### src/rtl/seg_scan_decoder.sv
// seg_scan_decoder: monitors the scanned seven-segment bus (SEG/AN),
// debounces each digit slot, decodes segment patterns back to hex nibbles
// and presents the reassembled 32-bit display word once all eight digits
// have been seen.
//
// Parameters:
//   SETTLE      - cycles a {AN,SEG} sample must be stable before acceptance
//   TIMEOUT     - idle cycles with a partial frame before it is discarded
// Ports:
//   clk         - clock, rising edge
//   clr         - asynchronous active-high reset
//   SEG[7:0]    - segment lines, active-low (bit0=a .. bit6=g, bit7=dp)
//   AN[7:0]     - digit enables, active-low (AN[i]=0 selects digit i)
//   value[31:0] - last complete decoded frame
//   frame_valid - one-cycle pulse when value updates
//   seen[7:0]   - digit slots captured in the current partial frame
//   bad_digit   - sticky flag, undecodable pattern accepted
//   timeout     - one-cycle pulse when a partial frame is discarded
//   dp[7:0]     - per-digit decimal point, active-high
// Optional feature macro: SEG_DECODE_DP_EN (decimal-point capture into dp).

module seg_scan_decoder #(
   parameter int SETTLE  = 2,
   parameter int TIMEOUT = 65536
) (
   input  logic        clk,
   input  logic        clr,
   input  logic [7:0]  SEG,
   input  logic [7:0]  AN,
   output logic [31:0] value,
   output logic        frame_valid,
   output logic [7:0]  seen,
   output logic        bad_digit,
   output logic        timeout,
   output logic [7:0]  dp
);

`ifdef SEG_DECODE_DP_EN
   localparam int SW = 8;
`else
   localparam int SW = 7;
`endif

   localparam int CW = $clog2(SETTLE + 1);
   localparam int IW = $clog2(TIMEOUT + 1);
   localparam logic [CW-1:0] CMAX  = CW'(SETTLE);
   localparam logic [IW-1:0] ILAST = IW'(TIMEOUT - 1);

   // input stage S and its previous value
   logic [7:0]    s_an_q, p_an_q;
   logic [SW-1:0] s_seg_q, p_seg_q;
   logic [CW-1:0] cnt_q, cnt_d;
   logic          new_run;

   // latched accepted sample
   logic          acc_q, acc_d;
   logic [7:0]    a_an_q;
   logic [SW-1:0] a_seg_q;

   // frame assembly state
   logic [31:0]   shadow_q, shadow_d;
   logic [31:0]   value_q, value_d;
   logic [7:0]    seen_q, seen_d;
   logic [IW-1:0] idle_q, idle_d;
   logic          fv_q, fv_d;
   logic          to_q, to_d;
   logic          bad_q;

   logic [7:0]    sel;
   logic [4:0]    dec;
   logic          one_hot;
   logic          wr;
   logic          bad_acc;
   logic          done;

   function automatic logic [4:0] seg_dec(input logic [6:0] p);
      logic [4:0] r;
      r = 5'h00;
      case (p)
         7'h40: r = {1'b1, 4'h0};
         7'h79: r = {1'b1, 4'h1};
         7'h24: r = {1'b1, 4'h2};
         7'h30: r = {1'b1, 4'h3};
         7'h19: r = {1'b1, 4'h4};
         7'h12: r = {1'b1, 4'h5};
         7'h02: r = {1'b1, 4'h6};
         7'h78: r = {1'b1, 4'h7};
         7'h00: r = {1'b1, 4'h8};
         7'h10: r = {1'b1, 4'h9};
         7'h08: r = {1'b1, 4'hA};
         7'h03: r = {1'b1, 4'hB};
         7'h46: r = {1'b1, 4'hC};
         7'h21: r = {1'b1, 4'hD};
         7'h06: r = {1'b1, 4'hE};
         7'h0E: r = {1'b1, 4'hF};
         default: r = 5'h00;
      endcase
      return r;
   endfunction

   // Stability counter; acceptance fires once, when the count first hits
   // SETTLE. With SETTLE=1 every new run is accepted on its first cycle.
   always_comb begin
      new_run = (s_an_q != p_an_q) || (s_seg_q != p_seg_q);
      if (new_run)
         cnt_d = CW'(1);
      else if (cnt_q == CMAX)
         cnt_d = cnt_q;
      else
         cnt_d = cnt_q + CW'(1);
      acc_d = (cnt_d == CMAX) && (new_run || (cnt_q != CMAX));
   end

   always_ff @(posedge clk or posedge clr) begin
      if (clr) begin
         s_an_q  <= '0;
         s_seg_q <= '0;
         p_an_q  <= '0;
         p_seg_q <= '0;
         cnt_q   <= '0;
         acc_q   <= 1'b0;
         a_an_q  <= '0;
         a_seg_q <= '0;
      end else begin
         s_an_q  <= AN;
         s_seg_q <= SEG[SW-1:0];
         p_an_q  <= s_an_q;
         p_seg_q <= s_seg_q;
         cnt_q   <= cnt_d;
         acc_q   <= acc_d;
         if (acc_d) begin
            a_an_q  <= s_an_q;
            a_seg_q <= s_seg_q;
         end
      end
   end

   always_comb begin
      sel     = ~a_an_q;
      one_hot = $onehot(sel);
      dec     = seg_dec(a_seg_q[6:0]);
      wr      = acc_q && one_hot && dec[4];
      bad_acc = acc_q && one_hot && !dec[4];
      done    = wr && ((seen_q | sel) == 8'hFF);
   end

   always_comb begin
      shadow_d = shadow_q;
      value_d  = value_q;
      seen_d   = seen_q;
      idle_d   = idle_q;
      fv_d     = 1'b0;
      to_d     = 1'b0;
      if (wr) begin
         for (int j = 0; j < 8; j++) begin
            if (sel[j])
               shadow_d[4*j +: 4] = dec[3:0];
         end
         idle_d = '0;
         if (done) begin
            value_d = shadow_d;
            seen_d  = 8'h00;
            fv_d    = 1'b1;
         end else begin
            seen_d  = seen_q | sel;
         end
      end else if (seen_q != 8'h00) begin
         // idle_q counts cycles since the last accept; the step that would
         // bring it to TIMEOUT discards the frame instead
         if (idle_q == ILAST) begin
            seen_d = 8'h00;
            idle_d = '0;
            to_d   = 1'b1;
         end else begin
            idle_d = idle_q + IW'(1);
         end
      end
   end

   always_ff @(posedge clk or posedge clr) begin
      if (clr) begin
         shadow_q <= '0;
         value_q  <= '0;
         seen_q   <= '0;
         idle_q   <= '0;
         fv_q     <= 1'b0;
         to_q     <= 1'b0;
         bad_q    <= 1'b0;
      end else begin
         shadow_q <= shadow_d;
         value_q  <= value_d;
         seen_q   <= seen_d;
         idle_q   <= idle_d;
         fv_q     <= fv_d;
         to_q     <= to_d;
         bad_q    <= bad_q | bad_acc;
      end
   end

`ifdef SEG_DECODE_DP_EN
   logic [7:0] sdp_q, sdp_d;
   logic [7:0] dp_q, dp_d;

   always_comb begin
      sdp_d = sdp_q;
      dp_d  = dp_q;
      if (wr) begin
         for (int j = 0; j < 8; j++) begin
            if (sel[j])
               sdp_d[j] = ~a_seg_q[SW-1];
         end
         if (done)
            dp_d = sdp_d;
      end
   end

   always_ff @(posedge clk or posedge clr) begin
      if (clr) begin
         sdp_q <= '0;
         dp_q  <= '0;
      end else begin
         sdp_q <= sdp_d;
         dp_q  <= dp_d;
      end
   end

   assign dp = dp_q;
`else
   logic unused_dp;
   assign unused_dp = SEG[7];
   assign dp = 8'h00;
`endif

   assign value       = value_q;
   assign frame_valid = fv_q;
   assign seen        = seen_q;
   assign bad_digit   = bad_q;
   assign timeout     = to_q;

endmodule

### config.mk
export PLATFORM = sky130hd
export DESIGN_NAME = seg_scan_decoder
export DESIGN_NICKNAME = d
export VERILOG_FILES = /design/src/rtl/seg_scan_decoder.sv
export SDC_FILE = /design/constraint.sdc
export NUM_CORES = 1
export LEC_CHECK = 0
export CORE_AREA = 3 3 107 109
export DETAILED_ROUTE_END_ITERATION = 8
export DIE_AREA = 0 0 110 112
export PLACE_DENSITY = 0.82
export SYNTH_ARGS = -nofsm -noshare
export SYNTH_HDL_FRONTEND = slang
export SYNTH_SLANG_ARGS = --single-unit
export TNS_END_PERCENT = 10
### constraint.sdc
create_clock -name clk -period 15.3 [get_ports clk]
set_clock_uncertainty 0.15 [all_clocks]
set_input_delay 3.06 -clock clk [delete_from_list [all_inputs] [get_ports clk]]
set_output_delay 3.06 -clock clk [all_outputs]
set_load 0.01 [all_outputs]
Word-level counts from Yosys, hierarchy flattened
Index checks and enable logic that the tools add are counted.
{"block": "word_totals", "register_bits": 140, "inputBits": 18, "out_inout_bits": 51, "wordCells": 87}
{"block": "classes", "n_addsub": 9, "eq_ne": 23, "muxes": 23, "bitwise_logic": 3, "reduce_logical": 14}
{"op": "$pmux W5 S16", "count": 1}
{"op": "$mux W17", "count": 3}
{"op": "$mux W4", "count": 8}
{"op": "$mux W8", "count": 4}
{"op": "$eq A7 B7 Y1 const B", "count": 4}
{"op": "$eq A7 B5 Y1 const B", "count": 3}
{"op": "$eq A7 B6 Y1 const B", "count": 3}
{"op": "$add A17 B1 Y17 const B", "count": 1}
{"op": "$eq A17 B16 Y1 const B", "count": 1}
{"op": "$eq A7 B2 Y1 const B", "count": 2}
{"op": "$eq A7 B4 Y1 const B", "count": 2}
{"op": "$add A1 B1 Y2", "count": 4}
{"op": "$eq A8 B8 Y1 const B", "count": 1}
{"op": "$ne A8 B8 Y1", "count": 1}
{"op": "$not A8 Y8", "count": 1}
{"op": "$or A8 B8 Y8", "count": 1}
{"op": "$reduce_bool A8 Y1", "count": 1}
{"op": "$eq A7 B3 Y1 const B", "count": 1}
{"op": "$logic_not A7 Y1", "count": 1}
{"op": "$ne A7 B7 Y1", "count": 1}
{"op": "$add A2 B2 Y3", "count": 2}
{"op": "$logic_and A1 B1 Y1", "count": 5}
{"op": "$mux W1", "count": 5}
{"op": "$add A3 B3 Y4", "count": 1}
{"op": "10 further kinds", "count": 15}

Logic depth before layout (Yosys ltp)
{"block": "depth", "word_depth": 10, "ltp_mapped": 14, "ltp_nobuf": 13}

Worst setup path after synthesis
No wires, ideal clock.
{"block": "synth_timing", "kind": "register to register", "from": "register a_an_q[0]", "to": "register shadow_q[0]", "setup_ns": 0.125, "t_arrival_ns": 3.975, "required_ns": 15.025, "slack_ns": 11.050, "path_stages_with_launch": 14, "n_path_buf": 0, "period_less_slack_ns": 4.250, "path_cell_list": "dfrtp_1 fa_1 inv_1 fa_1 fa_1 ha_1 inv_1 fa_1 a211oi_1 mux2i_1 nor2_1 o31ai_4 nor2_1 mux2_2"}
{"block": "synth_via", "elab_chain_len": 7, "word_cells_on_any_way": 8, "classes_between": "add/sub: 3; eq/ne: 1; mux: 1; bitwise: 1; reduce/logical: 2"}
{"element": "from (decl)", "line_no": "57", "source": "logic [7:0] a_an_q;"}
{"element": "from (signal assigned)", "line_no": "132", "source": "a_an_q <= s_an_q;"}
{"element": "$not A8 Y8 (*)", "line_no": "139", "source": "sel = ~a_an_q;"}
{"element": "$add A1 B1 Y2 (not written as such)", "line_no": "140", "source": "one_hot = $onehot(sel);"}
{"element": "$add A2 B2 Y3 (not written as such)", "line_no": "140"}
{"element": "$add A3 B3 Y4 (not written as such)", "line_no": "140"}
{"element": "$eq A4 B1 Y1", "line_no": "140"}
{"element": "$logic_and A1 B1 Y1 (2 in a row)", "line_no": "142", "source": "wr = acc_q && one_hot && dec[4];"}
{"element": "to (signal assigned)", "line_no": "190", "source": "shadow_q <= shadow_d;"}
{"element": "to (decl)", "line_no": "61", "source": "logic [31:0] shadow_q, shadow_d;"}
Mark *: on every way between the ends. The rest lies on a longest branch, timed or not.
A chain may end at the register's enable or synchronous reset.

Worst setup path in the final report
{"block": "layout_timing", "from": "register a_an_q[0]", "to": "register seen_q[1] (netlist: seen[1])"}
{"block": "layout_via", "elab_chain_len": 10, "word_cells_on_any_way": 15, "classes_between": "add/sub: 3; eq/ne: 2; mux: 2; bitwise: 2; reduce/logical: 6"}
{"element": "$not A8 Y8 (*)", "line_no": "139"}
{"element": "$add A1 B1 Y2 (not written as such)", "line_no": "140"}
{"element": "$add A2 B2 Y3 (not written as such)", "line_no": "140"}
{"element": "$add A3 B3 Y4 (not written as such)", "line_no": "140"}
{"element": "$eq A4 B1 Y1", "line_no": "140"}
{"element": "$logic_and A1 B1 Y1 (2 in a row)", "line_no": "142"}
{"element": "$logic_and A1 B1 Y1", "line_no": "144", "source": "done = wr && ((seen_q | sel) == 8'hFF);"}
{"element": "$mux W8", "line_no": "160", "source": "if (done) begin"}
{"element": "$mux W8", "line_no": "154", "source": "if (wr) begin"}
{"element": "to (signal assigned)", "line_no": "192", "source": "seen_q <= seen_d;"}
{"element": "to (decl)", "line_no": "63", "source": "logic [7:0] seen_q, seen_d;"}
Marked as above.

==> results_dict.tcl <==
set metrics [dict create \
    fill_cells 757 \
    rsz0062_at_grt "false" \
    first_pass_iters 6 \
    tns_ns 0 \
    worstSetupStartpointType "flop" \
    place.gp.congestion 0.803 \
    required_ns 15.53 \
    ctsRootBufferMaster "clkbuf_8" \
    fin_crit_ns 5.26 \
    cap_violations 0 \
    die_x_um 110 \
    yosysSeqAreaShare 0.560 \
    die-area_um2 12300 \
    reg2reg_to "seen[1]" \
    diodes 0 \
    synth_flop_cell "dfrtp_1" \
    synth_warnings 0 \
    ctsHtreeMaxLevel 4 \
    slew_headroom 0.357 \
    seqPwrFrac 0.476 \
    syn_avg_cell_area_um2 10.9 \
    syn_inst 573 \
    grt.total_usage 0.242 \
    synth.cell_area_um2 6250 \
    status "finished, final reports clean" \
    cts_resized 0 \
    drc 0 \
    peakVddDrop_mv 0.0786 \
    drive_gt1_frac 0.115 \
    synth_top_area_share 0.560 \
    clkLatencyLatePin_ns 0.52 \
    synth_seq_cells 140 \
    path_max_fanout 20 \
    clock-sinks 140 \
    core_um2 10700 \
    layout.nets 649 \
    r2r_start "a_an_q[0]" \
    dp_hpwl_um 8880 \
    area_delta_synth_final_pct 19.1 \
    grt_pass1_vias 4622 \
    setup_viol 0 \
    ant_nets 0 \
    crit_type "reg -> reg" \
    p_clk_frac 0.501 \
    pwr_density_cell_nw_per_um2 107 \
    ff2ff_setup_slack_ns 10.04 \
    fmax_mhz 190 \
    async_reset_ff_frac 1.00 \
    cts.hold.buffers_added 0 \
    pre_cts_slack_ns 10.02 \
    startpoint "a_an_q[0]" \
    p_comb_frac 0.023 \
    synthTopCellsByArea "dfrtp_1 56%, mux2_2 5.9%, a21oi_1 5.0%" \
    synth_cell_type_count 53 \
    grt_pass1_wl_um 23100 \
    yosysMostFrequentCell "dfrtp_1" \
    internal-power_uw 618 \
    postCtsSetupBuffers 0 \
    cp.arrival_ns 5.49 \
    timing.final.ws_setup_ns 10.04 \
    viasPerCell 5.93 \
    p_switching_uw 176 \
    endpoint_kind "flop" \
    numCtsBuffers 17 \
    synth_common_cells "140 x dfrtp_1, 63 x a21oi_1, 46 x nor2_1" \
    fin_area_um2 7450 \
    reg2reg_depth 14 \
    cts_buffer_depth 2 \
    totalWireLength_um 14100 \
    hold_viol 0 \
    wl_per_cell_um 18.2 \
    numPortBuffers 59 \
    fin_util 0.696 \
    total_leakage_power_nw 3.43 \
    min_path_type "reg -> reg" \
    p_sw_frac 0.222 \
    place_area_um2 6880 \
    die_h_um 112 \
    path_clk_slew_ns 0.06 \
    yosysTopAreaCell "dfrtp_1" \
    antenna_found_initial 0 \
    boundaryPins 69 \
    start_util 0.584 \
    cts_tree "built" \
    overflow 0 \
    synth_edf_count 0 \
    worstMarginPinSlew_ns 0.965 \
    endpoint "seen[1]" \
    vias 4582 \
    finalCritPeriodShare 0.344 \
    grt_max_degree 78 \
    rows 38 \
    drv_slew 0 \
    initialDrtViolationCount 450 \
]
[per-stage QoR]
| step | instances | hold slack, ns | power [mW] |
|---|---|---|---|
| floorplan | 580 | 0.238 | 0.396 |
| global placement | 742 | 0.253 | 0.402 |
| detailed placement | 742 | 0.270 | 0.403 |
| CTS | 773 | 0.283 | 0.801 |
| global route | 773 | 0.296 | 0.819 |
| finish | 773 | 0.280 | 0.795 |
[logic make-up after synthesis]
logic type	count (synthesis)	synth area share
AOI/OAI and AO/OA	136	0.132
xor gates and xnor gates	21	0.0294
adders and majority gates	10	0.0248
buffers and inverters	57	0.0416
DFF	140	0.560
muxes	50	0.0867
other	1	0.000600
and+or+nand+nor	158	0.125
[sequential cells by signal, summed over array words and instances, names as in the netlist]
register     count
idle_q          17
bad_digit        1
acc_q            1
s_seg_q          7
seen             8
timeout          1
a_seg_q          7
value           32
p_seg_q          7
cnt_q            2
shadow_q        32
frame_valid      1
s_an_q           8
p_an_q           8
a_an_q           8
[power by group through the flow]
stage / logic (mW) / registers [mW] / clock network, mW
detailed placement: 0.0186 / 0.385 / 0
finish: 0.0182 / 0.378 / 0.398
CTS: 0.0188 / 0.378 / 0.404
floorplan: 0.0128 / 0.383 / 0
global placement: 0.0179 / 0.384 / 0
global route: 0.0207 / 0.378 / 0.420
[how the worst min path moves through the flow]
stage | to | slack (ns) | startpoint | cells past startpoint
2_1_floorplan | p_an_q[0] | 0.24 | s_an_q[0] | 0
3_3_place_gp | p_an_q[5] | 0.25 | s_an_q[5] | 0
3_5_place_dp | p_an_q[7] | 0.27 | s_an_q[7] | 0
4_1_cts | p_an_q[4] | 0.28 | s_an_q[4] | 0
5_1_grt | p_seg_q[3] | 0.30 | s_seg_q[3] | 0
6_report | p_seg_q[3] | 0.28 | s_seg_q[3] | 0
[placed cells by master (no fill, tap or decap), drive strengths merged, types with 3 or more instances in the layout]
cell	count
or3	6
nand4	3
and2	4
o22ai	5
fa	4
o2bb2ai	8
nor4	7
a21oi	63
nand3	14
clkinv	8
ha	6
xor2	7
nor3	6
nand4b	3
clkdlybuf4s50	59
clkbuf	19
clkinvlp	4
dfrtp	140
mux2	33
nor2	46
nand2	45
conb	8
xnor2	14
nor3b	3
o21ai	44
mux2i	17
inv	14
buf	4
and3	5
a21o	3
[cell type report]
cell class / instances / area (um2) / share of cell area
Sequential cell: 140 / 3500 / 0.470
Multi-Input combinational cell: 383 / 2510 / 0.338
Timing Repair Buffer: 63 / 621 / 0.0833
Clock buffer: 19 / 432 / 0.0580
Tap cell: 140 / 175 / 0.0235
Clock inverter: 12 / 139 / 0.0186
Inverter: 16 / 62.6 / 0.00840
[worst max-delay path, stage by stage (launching register included)]
cell       delay [ns]
dfrtp_1          0.51
fa_1             0.59
inv_1            0.05
fa_1             0.45
fa_1             0.50
ha_1             0.19
inv_1            0.07
fa_1             0.38
a211oi_1         0.23
mux2i_1          0.10
nor2_1           0.52
o31a_1           0.64
buf_4            0.37
o21ai_2          0.18
o2bb2ai_1        0.18
[layer usage]
metal / vias to the layer above / global-route usage / wire [um]
li1: 2086 / - / -
met1: 2287 / 0.326 / 5810
met2: 178 / 0.394 / 7150
met3: 31 / 0.0481 / 837
met4: 0 / 0.0773 / 272
met5: - / 0 / 0
Note: power is estimated with default switching activity, not from simulation.
